===== config.mk =====
export PLATFORM = sky130hd
export DESIGN_NAME = fabric_irq_ctrl_flat
export DESIGN_NICKNAME = d
export VERILOG_FILES = /design/src/rtl/fabric_irq_pkg.sv /design/src/rtl/fabric_irq_ctrl_if.sv /design/src/rtl/irq_sync_edge.sv /design/src/rtl/fabric_irq_ctrl.sv /design/src/flat_wrapper.sv
export SDC_FILE = /design/constraint.sdc
export NUM_CORES = 1
export LEC_CHECK = 0
export ABC_AREA = 1
export BUFFER_PORTS_ARGS = -buffer_cell sky130_fd_sc_hd__buf_2
export CORE_MARGIN = 1
export CORE_UTILIZATION = 45
export CTS_CLUSTER_DIAMETER = 100
export DETAILED_ROUTE_END_ITERATION = 10
export HOLD_SLACK_MARGIN = 0.08
export PLACE_DENSITY = 0.82
export SLEW_MARGIN = 15
export SYNTH_ARGS = -nofsm -noshare
export SYNTH_HDL_FRONTEND = slang
export SYNTH_SLANG_ARGS = --single-unit

===== constraint.sdc =====
create_clock -name clk -period 1.65 [get_ports clk]
set_input_delay 0.2475 -clock clk [delete_from_list [all_inputs] [get_ports clk]]
set_output_delay 0.2475 -clock clk [all_outputs]
set_load 0.1 [all_outputs]

===== src/rtl/fabric_irq_pkg.sv =====
// Shared constants for the fabric IRQ receiver: register addresses and IRQ id width.
package fabric_irq_pkg;
  localparam logic [1:0] IRQ_PENDING = 2'd0;
  localparam logic [1:0] IRQ_ENABLE  = 2'd1;
  localparam logic [1:0] IRQ_MODE    = 2'd2;
  localparam logic [1:0] IRQ_RAW     = 2'd3;
  localparam int         IRQ_ID_W    = 5;
endpackage


===== src/rtl/fabric_irq_ctrl_if.sv =====
// Register port between the CPU and the fabric IRQ receiver.
// Handshake: reg_we/reg_re are single-cycle strobes with no backpressure; read data
// returns on reg_rdata exactly one cycle after reg_re, qualified by a one-cycle reg_rvalid.
interface fabric_irq_ctrl_if;
  logic [1:0]  reg_addr;
  logic [31:0] reg_wdata;
  logic        reg_we;
  logic        reg_re;
  logic [31:0] reg_rdata;
  logic        reg_rvalid;

  modport master (output reg_addr, output reg_wdata, output reg_we, output reg_re,
                  input reg_rdata, input reg_rvalid);
  modport slave  (input reg_addr, input reg_wdata, input reg_we, input reg_re,
                  output reg_rdata, output reg_rvalid);
endinterface


===== src/rtl/irq_sync_edge.sv =====
// Per-line synchroniser chain plus one history flop producing the synchronised level and its rising edge.
module irq_sync_edge #(
  parameter int SYNC_STAGES = 2
) (
  input  logic clk,
  input  logic RESET,
  input  logic d,
  output logic s,
  output logic rise
);
  logic [SYNC_STAGES-1:0] chain;
  logic                   prev;

  always_ff @(posedge clk) begin
    if (RESET) begin
      chain <= '0;
      prev  <= 1'b0;
    end else begin
      chain <= {chain[SYNC_STAGES-2:0], d};
      prev  <= chain[SYNC_STAGES-1];
    end
  end

  // prev clears on reset, so a line already high at reset exit shows up as an edge
  assign s    = chain[SYNC_STAGES-1];
  assign rise = s & ~prev;
endmodule


===== src/rtl/fabric_irq_ctrl.sv =====
// Fabric IRQ receiver: synchronises lines, latches them as edge or level, masks, and
// presents one CPU interrupt plus the lowest active line id through a small register port.
module fabric_irq_ctrl
  import fabric_irq_pkg::*;
#(
  parameter int NUM_IRQ     = 4,
  parameter int SYNC_STAGES = 2
) (
  input  logic                 clk,
  input  logic                 RESET,
  input  logic [NUM_IRQ-1:0]   irq_in,
  fabric_irq_ctrl_if.slave     bus,
  output logic                 cpu_irq,
  output logic [IRQ_ID_W-1:0]  irq_id
);
  logic [NUM_IRQ-1:0] s, rise;
  logic [NUM_IRQ-1:0] pending, enable, mode;
  logic [NUM_IRQ-1:0] w1c, pending_nxt, active;
  logic [31:0]        rd_word;
  logic               unused_wdata;

  for (genvar g = 0; g < NUM_IRQ; g++) begin : g_line
    irq_sync_edge #(.SYNC_STAGES(SYNC_STAGES)) u_sync (
      .clk  (clk),
      .RESET(RESET),
      .d    (irq_in[g]),
      .s    (s[g]),
      .rise (rise[g])
    );
  end

  assign unused_wdata = ^bus.reg_wdata;

  // Level lines follow s and ignore W1C; edge lines let a new edge beat a same-cycle clear
  always_comb begin
    w1c = '0;
    if (bus.reg_we && bus.reg_addr == IRQ_PENDING) w1c = bus.reg_wdata[NUM_IRQ-1:0];
    pending_nxt = (mode & s) | (~mode & ((pending & ~w1c) | rise));
  end

  always_comb begin
    rd_word = '0;
    case (bus.reg_addr)
      IRQ_PENDING: rd_word[NUM_IRQ-1:0] = pending;
      IRQ_ENABLE:  rd_word[NUM_IRQ-1:0] = enable;
      IRQ_MODE:    rd_word[NUM_IRQ-1:0] = mode;
      default:     rd_word[NUM_IRQ-1:0] = s;
    endcase
  end

  always_ff @(posedge clk) begin
    if (RESET) begin
      pending        <= '0;
      enable         <= '0;
      mode           <= '0;
      bus.reg_rdata  <= '0;
      bus.reg_rvalid <= 1'b0;
    end else begin
      pending        <= pending_nxt;
      bus.reg_rvalid <= bus.reg_re;
      if (bus.reg_re) bus.reg_rdata <= rd_word;
      if (bus.reg_we && bus.reg_addr == IRQ_ENABLE) enable <= bus.reg_wdata[NUM_IRQ-1:0];
      if (bus.reg_we && bus.reg_addr == IRQ_MODE)   mode   <= bus.reg_wdata[NUM_IRQ-1:0];
    end
  end

  // Scan from the top so the lowest active index is the last one assigned
  always_comb begin
    active  = pending & enable & {NUM_IRQ{~RESET}};
    cpu_irq = |active;
    irq_id  = '0;
    for (int i = NUM_IRQ - 1; i >= 0; i--) begin
      if (active[i]) irq_id = IRQ_ID_W'(i);
    end
  end
endmodule

===== src/flat_wrapper.sv =====
// flat-port wrapper written by rule: the top's interface ports become plain ports
module fabric_irq_ctrl_flat import fabric_irq_pkg::*;
#(
  parameter int NUM_IRQ     = 4,
  parameter int SYNC_STAGES = 2
)
  (clk, RESET, irq_in, cpu_irq, irq_id, bus_reg_addr, bus_reg_wdata, bus_reg_we, bus_reg_re, bus_reg_rdata, bus_reg_rvalid);
  fabric_irq_ctrl_if bus_i ();
  input  logic clk;
  input  logic RESET;
  input  logic [NUM_IRQ-1:0] irq_in;
  output logic cpu_irq;
  output logic [IRQ_ID_W-1:0] irq_id;
  input wire logic [$bits(bus_i.reg_addr)-1:0] bus_reg_addr;
  input wire logic [$bits(bus_i.reg_wdata)-1:0] bus_reg_wdata;
  input wire logic [$bits(bus_i.reg_we)-1:0] bus_reg_we;
  input wire logic [$bits(bus_i.reg_re)-1:0] bus_reg_re;
  output wire logic [$bits(bus_i.reg_rdata)-1:0] bus_reg_rdata;
  output wire logic [$bits(bus_i.reg_rvalid)-1:0] bus_reg_rvalid;
  assign bus_i.reg_addr = bus_reg_addr;
  assign bus_i.reg_wdata = bus_reg_wdata;
  assign bus_i.reg_we = bus_reg_we;
  assign bus_i.reg_re = bus_reg_re;
  assign bus_reg_rdata = bus_i.reg_rdata;
  assign bus_reg_rvalid = bus_i.reg_rvalid;
  fabric_irq_ctrl #(.NUM_IRQ(NUM_IRQ), .SYNC_STAGES(SYNC_STAGES)) u_core (.clk(clk), .RESET(RESET), .irq_in(irq_in), .bus(bus_i), .cpu_irq(cpu_irq), .irq_id(irq_id));
endmodule

==> flow_summary_export.csv, run 1 <==
group,metric,value,unit
sta,rsz0062_at_grt,"no",
sta,hold_viol_final,0,
cts,clockRootBuffer,"clkbuf_4",
yosys,ys_types,18,
critical_path,crit_type,"reg -> out",
sta,fin_crit,1.538,ns
floorplanning,die-area,3373,sq um
finish,antennaDiodeCount,0,
drt,routed_via_density,4.367,
critical_path,r2r_slack,0.78,ns
yosys,yosysMostFrequentCell,"nand2_1",
yosys,yosys-top-cells-area,"dfxtp_1 41%, buf_4 17%, nand2_1 8.8%, inv_1 6.1%, a21oi_1 5.3%",
floorplanning,start_util,49.20,%
yosys,synth_top_cell_by_area,"dfxtp_1",
yosys,synthDominantCellAreaShare,41.03,%
sta,setup_viol,0,
finish,layout.nets,255,
critical_path,path_buf_inv,1,
cts,cts_htree_levels,2,
drt,first_pass_iters,5,
critical_path,crit_slowest_cell,"dfxtp_2",
place,dpl.hpwl,1.791,mm
power_and_ir_drop,power_density,1060,nW/um^2
critical_path,r2r-end,"u_core.bus.reg_rdata[0]",
yosys,syn_area_per_cell,7.527,sq um
yosys,ys_warn_count,0,
critical_path,start_kind,"register",
cts,clk-insertion-delay-late,0.32,ns
status,outcome,"completed",
yosys,async_flop_share,0,%
floorplanning,die_y,58.08,microns
min_path,hp-class,"in -> reg",
min_path,holdPathStages,2,
yosys,synth.cell_area,1415,sq um
min_path,holdPathEnd,"u_core.bus.reg_rdata[1]",
critical_path,cp_cell_sequence,"nand2_2 > nor2_2 > nand2_1 > a21boi_2 > buf_12",
place,pre_cts_ws,0.3076,ns
finish,area_growth_syn_to_layout,9.461,%
power_and_ir_drop,p_leak,0.7337,nW
sta,setup-tns-final,0,ns
critical_path,max_stage_delay,0.35,ns
critical_path,worst-path-max-fanout,3,
cts,clk_pin_slew_worst_paths,0.09,ns
sta,slew_violations,0,
sta,finalClockSkew,0.008447,ns
sta,timing.final.ws_setup,0.1117,ns
drt,final_antenna_net_count,0,
critical_path,end_kind,"primary output",
sta,hold_ws,0.1245,ns
global_routing,grt_first_pass_wirelength,3.919,mm
critical_path,required,1.40,ns
cts,cts_tree,"yes",
yosys,yosysSeqAreaShare,41.03,%
floorplanning,dieWidth,58.08,microns
global_routing,grt.overflow.total,0,
drt,wl_per_cell,9.250,microns
cts,cts.sinks,29,
global_routing,grt_max_degree,17,
drt,drc_errors,0,
finish,final_layout_size_suffix_gt1_share,19.63,%
yosys,netlist_instances,188,
finish,utilization,53.85,%
cts,cts_buffers,5,
job,max-cap-violations,0,
place,routabilityCongestion,0.8529,
floorplanning,core,2877,sq um
critical_path,r2r_cells,4,
power_and_ir_drop,ir_drop,781.6,uV
drt,drtIter0Drc,18,
cts,clk_path_buf_depth,2,
yosys,yosys_register_bits,29,
finish,fill_cells,286,
power_and_ir_drop,p_total,0.001642,W
global_routing,grt.total_usage,15.67,%
yosys,ys_top_cells_by_count,"33 x nand2_1, 32 x buf_4, 29 x dfxtp_1, 23 x inv_1",
global_routing,antenna_found_initial,0,
critical_path,critPathTopFamily,"flip-flops",
yosys,yosys_most_used_dff,"dfxtp_1",
min_path,holdCritStartpoint,"bus_reg_re",
critical_path,critPathArrivalTime,1.29,ns
yosys,synth_enable_flop_cells,0,
critical_path,r2r_start,"u_core.enable[0]",
sta,clock.fmax,650.1,MHz
place,port_buffers,21,
floorplanning,rows,19,
drt,routed_wl,2.368,mm
drt,vias,1118,
sta,finalCritPeriodShare,93.23,%
global_routing,grt_pass1_vias,912,
floorplanning,pin_count,81,
==> flip-flops by register name, summed over array words and instances, names as in the netlist <==
signal                      flops
u_core.mode                     4
u_core.pending                  4
u_core.enable                   4
u_core.bus.reg_rdata            4
u_core.g_line.u_sync.prev       4
u_core.g_line.u_sync.chain      8
u_core.bus.reg_rvalid           1
==> power breakdown <==
part	total [W]	internal, W	switching, W
Sequential	0.000753	0.000734	0.0000186
Combinational	0.000496	0.0000552	0.000441
Clock	0.000394	0.000169	0.000224
==> cell families (layout without fill, tap and decap cells) <==
logic type / after synthesis / in the layout / synth area share [%]
other: 1 / 31 / 0.2650
buffers and inverters: 61 / 57 / 25.91
AOI/OAI and AO/OA: 30 / 30 / 10.88
DFF: 29 / 29 / 41.03
and+or+nand+nor: 67 / 67 / 21.93
==> area by class of cell <==
type | instances | area, sq um | share of cell area (%)
clock buffers | 8 | 48.80 | 3.150
inverters | 25 | 93.84 | 6.058
multi-input cells | 128 | 598.1 | 38.61
flip-flops and latches | 29 | 583.1 | 37.64
well taps | 42 | 52.55 | 3.393
repair buffers | 24 | 172.7 | 11.15
==> worst register-to-register path, stage by stage (launching register included) <==
cell     delay [ns]
dfxtp_1        0.38
nand3_1        0.10
nand3_1        0.11
nand2_1        0.06
a21oi_1        0.14
==> per-layer routing <==
layer	vias up	global-route usage (%)	wire length, microns
met5	-	0	0
met4	0	7.143	32
met1	489	19.36	1087
met2	44	24.14	1097
met3	6	6.027	150
li1	579	-	-
==> cells in the final DEF, fill, tap and decap left out, types with 3 or more instances in the layout <==
| master | netlist | routed |
|---|---|---|
| nand2_1 | 33 | 32 |
| conb_1 | 1 | 31 |
| dfxtp_1 | 29 | 27 |
| inv_1 | 23 | 23 |
| buf_2 | 2 | 18 |
| a21oi_1 | 15 | 15 |
| nor2_1 | 15 | 13 |
| o21ai_0 | 13 | 13 |
| nand3_1 | 11 | 11 |
| clkbuf_4 | 0 | 5 |
| nand4_1 | 4 | 4 |
| clkbuf_1 | 0 | 3 |
| buf_12 | 0 | 3 |
| buf_4 | 32 | 3 |
==> metrics by stage <==
step / area [sq um] / std cells
4_1_cts: 1529 / 255
3_3_place_gp: 1479 / 247
2_1_floorplan: 1534 / 218
5_1_grt: 1549 / 256
6_report: 1549 / 256
3_5_place_dp: 1479 / 247
==> worst max-delay path by stage <==
stage	start	cells after the start	endpoint	slack, ns
global placement	RESET	5	cpu_irq	0.33
floorplan	RESET	4	irq_id[0]	-0.08
finish	u_core.enable[3]	5	irq_id[0]	0.11
global route	u_core.enable[3]	5	irq_id[0]	0.01
detailed placement	RESET	5	cpu_irq	0.31
CTS	u_core.enable[3]	5	cpu_irq	0.0006
==> repair_timing <==
action	CTS	global route
gates resized for setup	1	4
pin swaps	1	2
setup buffers	0	1
hold buffers	0	0
endpoints found under the setup margin	1	3
Note: power is estimated with default switching activity, not from simulation.
==> inputs of run 2 (changes only) <==
--- a/config.mk
+++ b/config.mk
@@ -16,4 +16,5 @@
 export SLEW_MARGIN = 15
 export SYNTH_ARGS = -nofsm -noshare
 export SYNTH_HDL_FRONTEND = slang
+export SYNTH_HIERARCHICAL = 1
 export SYNTH_SLANG_ARGS = --single-unit
==> flow_summary_export.csv, run 2 <==
group,metric,value,unit
cts,clockRootBuffer,"clkbuf_4",
floorplanning,die-area,3393,sq um
drt,routed_wl,2.453,mm
yosys,synth_top_family_by_area,"buffers and inverters",
global_routing,grt.total_usage,15.53,%
finish,antennaDiodeCount,0,
cts,cts_htree_levels,2,
floorplanning,rows,20,
place,placed_area,1503,sq um
global_routing,grt.overflow.total,0,
critical_path,end_kind,"primary output",
cts,cts_tree,"yes",
finish,top_register,"u_core/g_line.u_sync/chain",
sta,slew_violations,0,
global_routing,grt_first_pass_wirelength,3.815,mm
power_and_ir_drop,p_leak,0.7424,nW
yosys,synthDominantCellAreaShare,40.77,%
global_routing,antenna_found_initial,0,
power_and_ir_drop,p_total,0.001703,W
yosys,synth.cell_area,1424,sq um
yosys,syn_area_per_cell,7.494,sq um
floorplanning,dieWidth,58.25,microns
floorplanning,core,3028,sq um
sta,fin_crit,1.606,ns
sta,clock.fmax,622.6,MHz
yosys,yosys-top-cells-area,"dfxtp_1 41%, buf_4 16%, nor2_1 7.6%, inv_1 5.8%, o21ai_0 5.6%",
place,pre_cts_ws,0.2945,ns
floorplanning,die_y,58.25,microns
floorplanning,pin_count,81,
finish,area_growth_syn_to_layout,10.28,%
sta,hold_viol_final,0,
drt,drtIter0Drc,32,
yosys,synthSimpleGateAreaFrac,21.53,%
sta,finalClockSkew,0.008407,ns
sta,rsz0062_at_grt,"yes",
power_and_ir_drop,ir_drop,592.4,uV
yosys,ys_warn_count,6,
finish,multi_input_area,614.3,sq um
finish,register_area,583.1,sq um
job,max-cap-violations,0,
critical_path,crit_start,"u_core/enable[2]",
yosys,yosys_register_bits,29,
status,outcome,"completed",
yosys,synth_mux_area_share,0,%
cts,cts_buffers,5,
finish,layoutNonFillerInstCount,261,
critical_path,critPathArrivalTime,1.36,ns
power_and_ir_drop,power_density,1084,nW/um^2
yosys,netlist_instances,190,
yosys,synth_compound_gate_area_share,12.83,%
cts,ctsHoldBuffers,0,
finish,post-route-cell-area,1570,sq um
yosys,synth_xor_area_share,0,%
cts,clk-insertion-delay-late,0.32,ns
global_routing,grt_max_degree,17,
finish,final_common_cell,"conb_1",
critical_path,crit_type,"reg -> out",
drt,vias,1141,
sta,finalCritPeriodShare,97.34,%
yosys,synthAdderAreaFrac,0,%
min_path,hp-class,"in -> reg",
cts,clk_path_buf_depth,2,
critical_path,r2r_slack,0.79,ns
sta,setup_viol,0,
yosys,synth_top_cell_by_area,"dfxtp_1",
critical_path,required,1.40,ns
drt,drc_errors,0,
place,routabilityCongestion,0.8211,
yosys,synth_enable_flop_cells,0,
yosys,async_flop_share,0,%
sta,timing.final.ws_setup,0.04394,ns
place,placed_cells,253,
floorplanning,start_util,47.02,%
place,port_buffers,21,
finish,utilization,51.86,%
drt,first_pass_iters,4,
cts,clk_pin_slew_worst_paths,0.08,ns
drt,final_antenna_net_count,0,
yosys,ys_types,21,
min_path,holdCritStartpoint,"bus_reg_re",
critical_path,start_kind,"register",
yosys,ys_top_cells_by_count,"31 x buf_4, 29 x dfxtp_1, 29 x nor2_1, 22 x inv_1, 17 x nand2_1",
yosys,yosys_most_used_dff,"dfxtp_1",
finish,layout.nets,259,
finish,final_layout_size_suffix_gt1_share,19.35,%
finish,largest_reg_flops,8,
cts,cts.sinks,29,
finish,final_cell_mix,"31 x conb_1, 28 x nor2_1, 27 x dfxtp_1",
critical_path,worst-path-max-fanout,2,
finish,fill_cells,330,
critical_path,r2r_start,"u_core/enable[2]",
place,dpl.hpwl,1.766,mm
yosys,yosysSeqAreaShare,40.77,%
global_routing,grt_pass1_vias,839,
drt,wl_per_cell,9.398,microns
drt,routed_via_density,4.372,
yosys,yosysMostFrequentCell,"buf_4",
==> run 2: cell types whose count changed in the layout (fill, tap and decap cells not counted), sizes merged <==
cell / previous run / this run
nand3: 13 / 17
clkbuf: 8 / 7
nand4: 4 / 1
nor3b: 1 / 0
nor2: 16 / 30
inv: 25 / 24
o21ai: 13 / 17
a21oi: 15 / 16
nand2: 33 / 18
or2: 0 / 1
==> run 2: area by class of cell <==
class | instances | area share (%)
clock buffers | 7 | 3.506
inverters | 24 | 5.737
multi-input cells | 133 | 39.12
flip-flops and latches | 29 | 37.13
well taps | 44 | 3.506
repair buffers | 24 | 11.00
==> run 2: final timing paths <==
path / to / cells after the start
worst max-delay path: cpu_irq / 5
worst min-delay path: u_core/bus.reg_rdata[3] / 2
worst max register to register: u_core/bus.reg_rdata[2] / 5
worst min register to register: u_core/g_line[2].u_sync/chain[1] / 2
==> run 2: metal layers <==
metal  track usage, %  part of all wire (%)  vias up  wire length, microns
met5                0                     0        -                     0
met4            5.782                   1.0        0                    25
met1            20.72                    47      499                  1143
met2            21.67                    44       46                  1076
li1                 -                     -      592                     -
met3            7.366                   8.4        4                   207
==> run 2: power breakdown <==
group / switching (W) / internal [W]
registers: 0.0000219 / 0.000738
clock network: 0.000223 / 0.000201
logic: 0.000456 / 0.0000635
total: 0.000701 / 0.00100
==> run 2: per-stage QoR <==
step           setup TNS, ns  hold WS, ns
6_report                   0       0.1121
5_1_grt             -0.02158       0.1033
4_1_cts                    0       0.1091
3_5_place_dp               0       0.3923
3_3_place_gp               0       0.3890
2_1_floorplan              0       0.3166
==> run 2: kinds of logic (layout without fill, tap and decap cells) <==
kind of cell,count (synthesis),count (layout)
AOI/OAI and AO/OA,35,35
buffers and inverters,58,55
DFF,29,29
other,1,31
and+or+nand+nor,67,67
==> run 2: timing repair <==
item                                    in CTS  in global routing
endpoints found under the setup margin       0                  1
setup buffers                                0                  1
resized for setup                            0                  3
==> run 2: worst max-delay path: stages, from the launching register on <==
cell and delay [ns]:
dfxtp_2 0.33, nand2_2 0.07, nor2_1 0.04, a31oi_1 0.22
nand3_1 0.17, buf_12 0.20
==> inputs of run 3 (changes only) <==
--- a/config.mk
+++ b/config.mk
@@ -7,12 +7,11 @@
 export LEC_CHECK = 0
 export ABC_AREA = 1
 export BUFFER_PORTS_ARGS = -buffer_cell sky130_fd_sc_hd__buf_2
-export CORE_MARGIN = 1
-export CORE_UTILIZATION = 45
+export CORE_MARGIN = 3
+export CORE_UTILIZATION = 30
 export CTS_CLUSTER_DIAMETER = 100
 export DETAILED_ROUTE_END_ITERATION = 10
 export HOLD_SLACK_MARGIN = 0.08
-export PLACE_DENSITY = 0.82
 export SLEW_MARGIN = 15
 export SYNTH_ARGS = -nofsm -noshare
 export SYNTH_HDL_FRONTEND = slang
==> flow_summary_export.csv, run 3 (synthesis results as in run 2) <==
group,metric,value,unit
cts,clockRootBuffer,"clkbuf_8",
job,max-cap-violations,0,
floorplanning,dieWidth,74.89,microns
finish,final_common_cell,"conb_1",
global_routing,busiest_layer,"met2",
drt,final_antenna_net_count,0,
global_routing,grt.total_usage,10.38,%
cts,cts-resized-gates,0,
global_routing,grt_max_degree,17,
drt,routed_wl,2.741,mm
power_and_ir_drop,ir_drop,517.6,uV
finish,layout.nets,258,
critical_path,start_kind,"register",
place,dpl.hpwl,2.076,mm
sta,rsz0062_at_grt,"no",
sta,setup_viol,0,
floorplanning,start_util,31.82,%
sta,timing.final.ws_setup,0.09375,ns
min_path,hp-class,"in -> reg",
finish,area_growth_syn_to_layout,12.74,%
place,port_buffers,21,
cts,clk_pin_slew_worst_paths,0.06,ns
power_and_ir_drop,p_leak,0.7489,nW
power_and_ir_drop,clock_power_share,30.8,%
finish,top_register,"u_core/g_line.u_sync/chain",
power_and_ir_drop,power_density,1152,nW/um^2
global_routing,met2_usage,15.47,%
sta,hold_ws,0.1703,ns
global_routing,antenna_found_initial,0,
status,outcome,"completed",
global_routing,use_met3,2.537,%
cts,cts_setup_buffers,0,
cts,clk_path_buf_depth,2,
cts,cts_buffers,5,
critical_path,max_stage_delay,0.32,ns
power_and_ir_drop,seq_power_share,41.1,%
sta,clock.fmax,642.6,MHz
critical_path,required,1.40,ns
sta,fin_crit,1.556,ns
critical_path,end_kind,"primary output",
finish,antennaDiodeCount,0,
drt,wl_per_cell,10.23,microns
cts,ctsHoldBuffers,0,
critical_path,crit_slowest_cell,"dfxtp_1",
global_routing,grt_pass1_vias,930,
sta,finalCritPeriodShare,94.32,%
sta,setup-tns-final,0,ns
cts,cts_tree,"yes",
finish,final_layout_size_suffix_gt1_share,18.06,%
critical_path,cp_cell_sequence,"nand2_1 > nor2_1 > a31oi_2 > nand3_1 > buf_12",
cts,clk-insertion-delay-late,0.27,ns
power_and_ir_drop,p_comb_share,28.1,%
critical_path,critPathArrivalTime,1.31,ns
drt,vias,1146,
floorplanning,die_y,74.89,microns
floorplanning,rows,24,
floorplanning,pin_count,81,
drt,first_pass_iters,4,
sta,hold_viol_final,0,
critical_path,worst-path-max-fanout,3,
cts,cts.sinks,29,
global_routing,grt_first_pass_wirelength,4.236,mm
cts,cts_htree_levels,2,
power_and_ir_drop,intPower,0.001130,W
power_and_ir_drop,swShare,38.87,%
power_and_ir_drop,switchingPower,0.0007187,W
drt,drtIter0Drc,45,
finish,largest_reg_flops,8,
floorplanning,die-area,5609,sq um
finish,utilization,35.88,%
global_routing,grt_util_met1,13.14,%
place,pre_cts_ws,0.2525,ns
sta,finalClockSkew,0.003377,ns
floorplanning,core,4474,sq um
global_routing,grt.overflow.total,0,
drt,drc_errors,0,
critical_path,crit_type,"reg -> out",
finish,final_cell_mix,"31 x conb_1, 29 x dfxtp_1, 28 x nor2_1",
drt,routed_via_density,4.276,
place,routabilityCongestion,0.7549,
sta,slew_violations,0,
-- run 3: cell count changes in the layout (fill, tap and decap cells not counted), sizes merged --
cell,before,now
buf,24,23
-- run 3: power groups by stage --
stage / clock [W] / combinational, W / sequential, W
detailed placement: 0 / 0.000517 / 0.000775
global placement: 0 / 0.000515 / 0.000774
CTS: 0.000594 / 0.000518 / 0.000760
finish: 0.000569 / 0.000519 / 0.000761
global route: 0.000610 / 0.000548 / 0.000765
floorplan: 0 / 0.000467 / 0.000820
-- run 3: worst max-delay path, delay by kind of cell, from the launching register on --
| kind | cells | cell delay (ns) |
|---|---|---|
| AO/OA/AOI/OAI | 1 | 0.19 |
| buffers and inverters | 1 | 0.20 |
| flip-flops | 1 | 0.32 |
| AND/OR/NAND/NOR | 3 | 0.32 |
-- run 3: final cells by class --
| cell class | count | area [sq um] |
|---|---|---|
| clock buffer | 7 | 86.33 |
| fill | 481 | 2869 |
| inverter | 24 | 90.09 |
| multi-input combinational | 133 | 618.1 |
| sequential | 29 | 580.6 |
| tap | 52 | 65.06 |
| timing repair buffer | 23 | 165.2 |
-- run 3: per-layer routing --
layer	share of wire, %	vias up
met3	5.5	5
met1	47	518
met5	0	-
met4	2.3	0
met2	45	34
li1	-	589
-- run 3: path summary, 6_finish.rpt --
path                                                        from                          endpoint  slack, ns  depth (start not counted)
worst min-delay path                                   irq_in[1]  u_core/g_line[1].u_sync/chain[0]       0.17                          3
worst min register to register  u_core/g_line[3].u_sync/chain[0]  u_core/g_line[3].u_sync/chain[1]       0.40                          2
worst max-delay path                           u_core/pending[2]                           cpu_irq       0.09                          5
worst max register to register                  u_core/enable[3]           u_core/bus.reg_rdata[3]       0.77                          4
-- run 3: stage by stage --
stage,cell area [sq um],total power [W],instances
detailed placement,1513,0.001293,261
global route,1605,0.001923,268
CTS,1599,0.001872,268
global placement,1513,0.001290,261
floorplan,1543,0.001286,220
finish,1605,0.001849,268
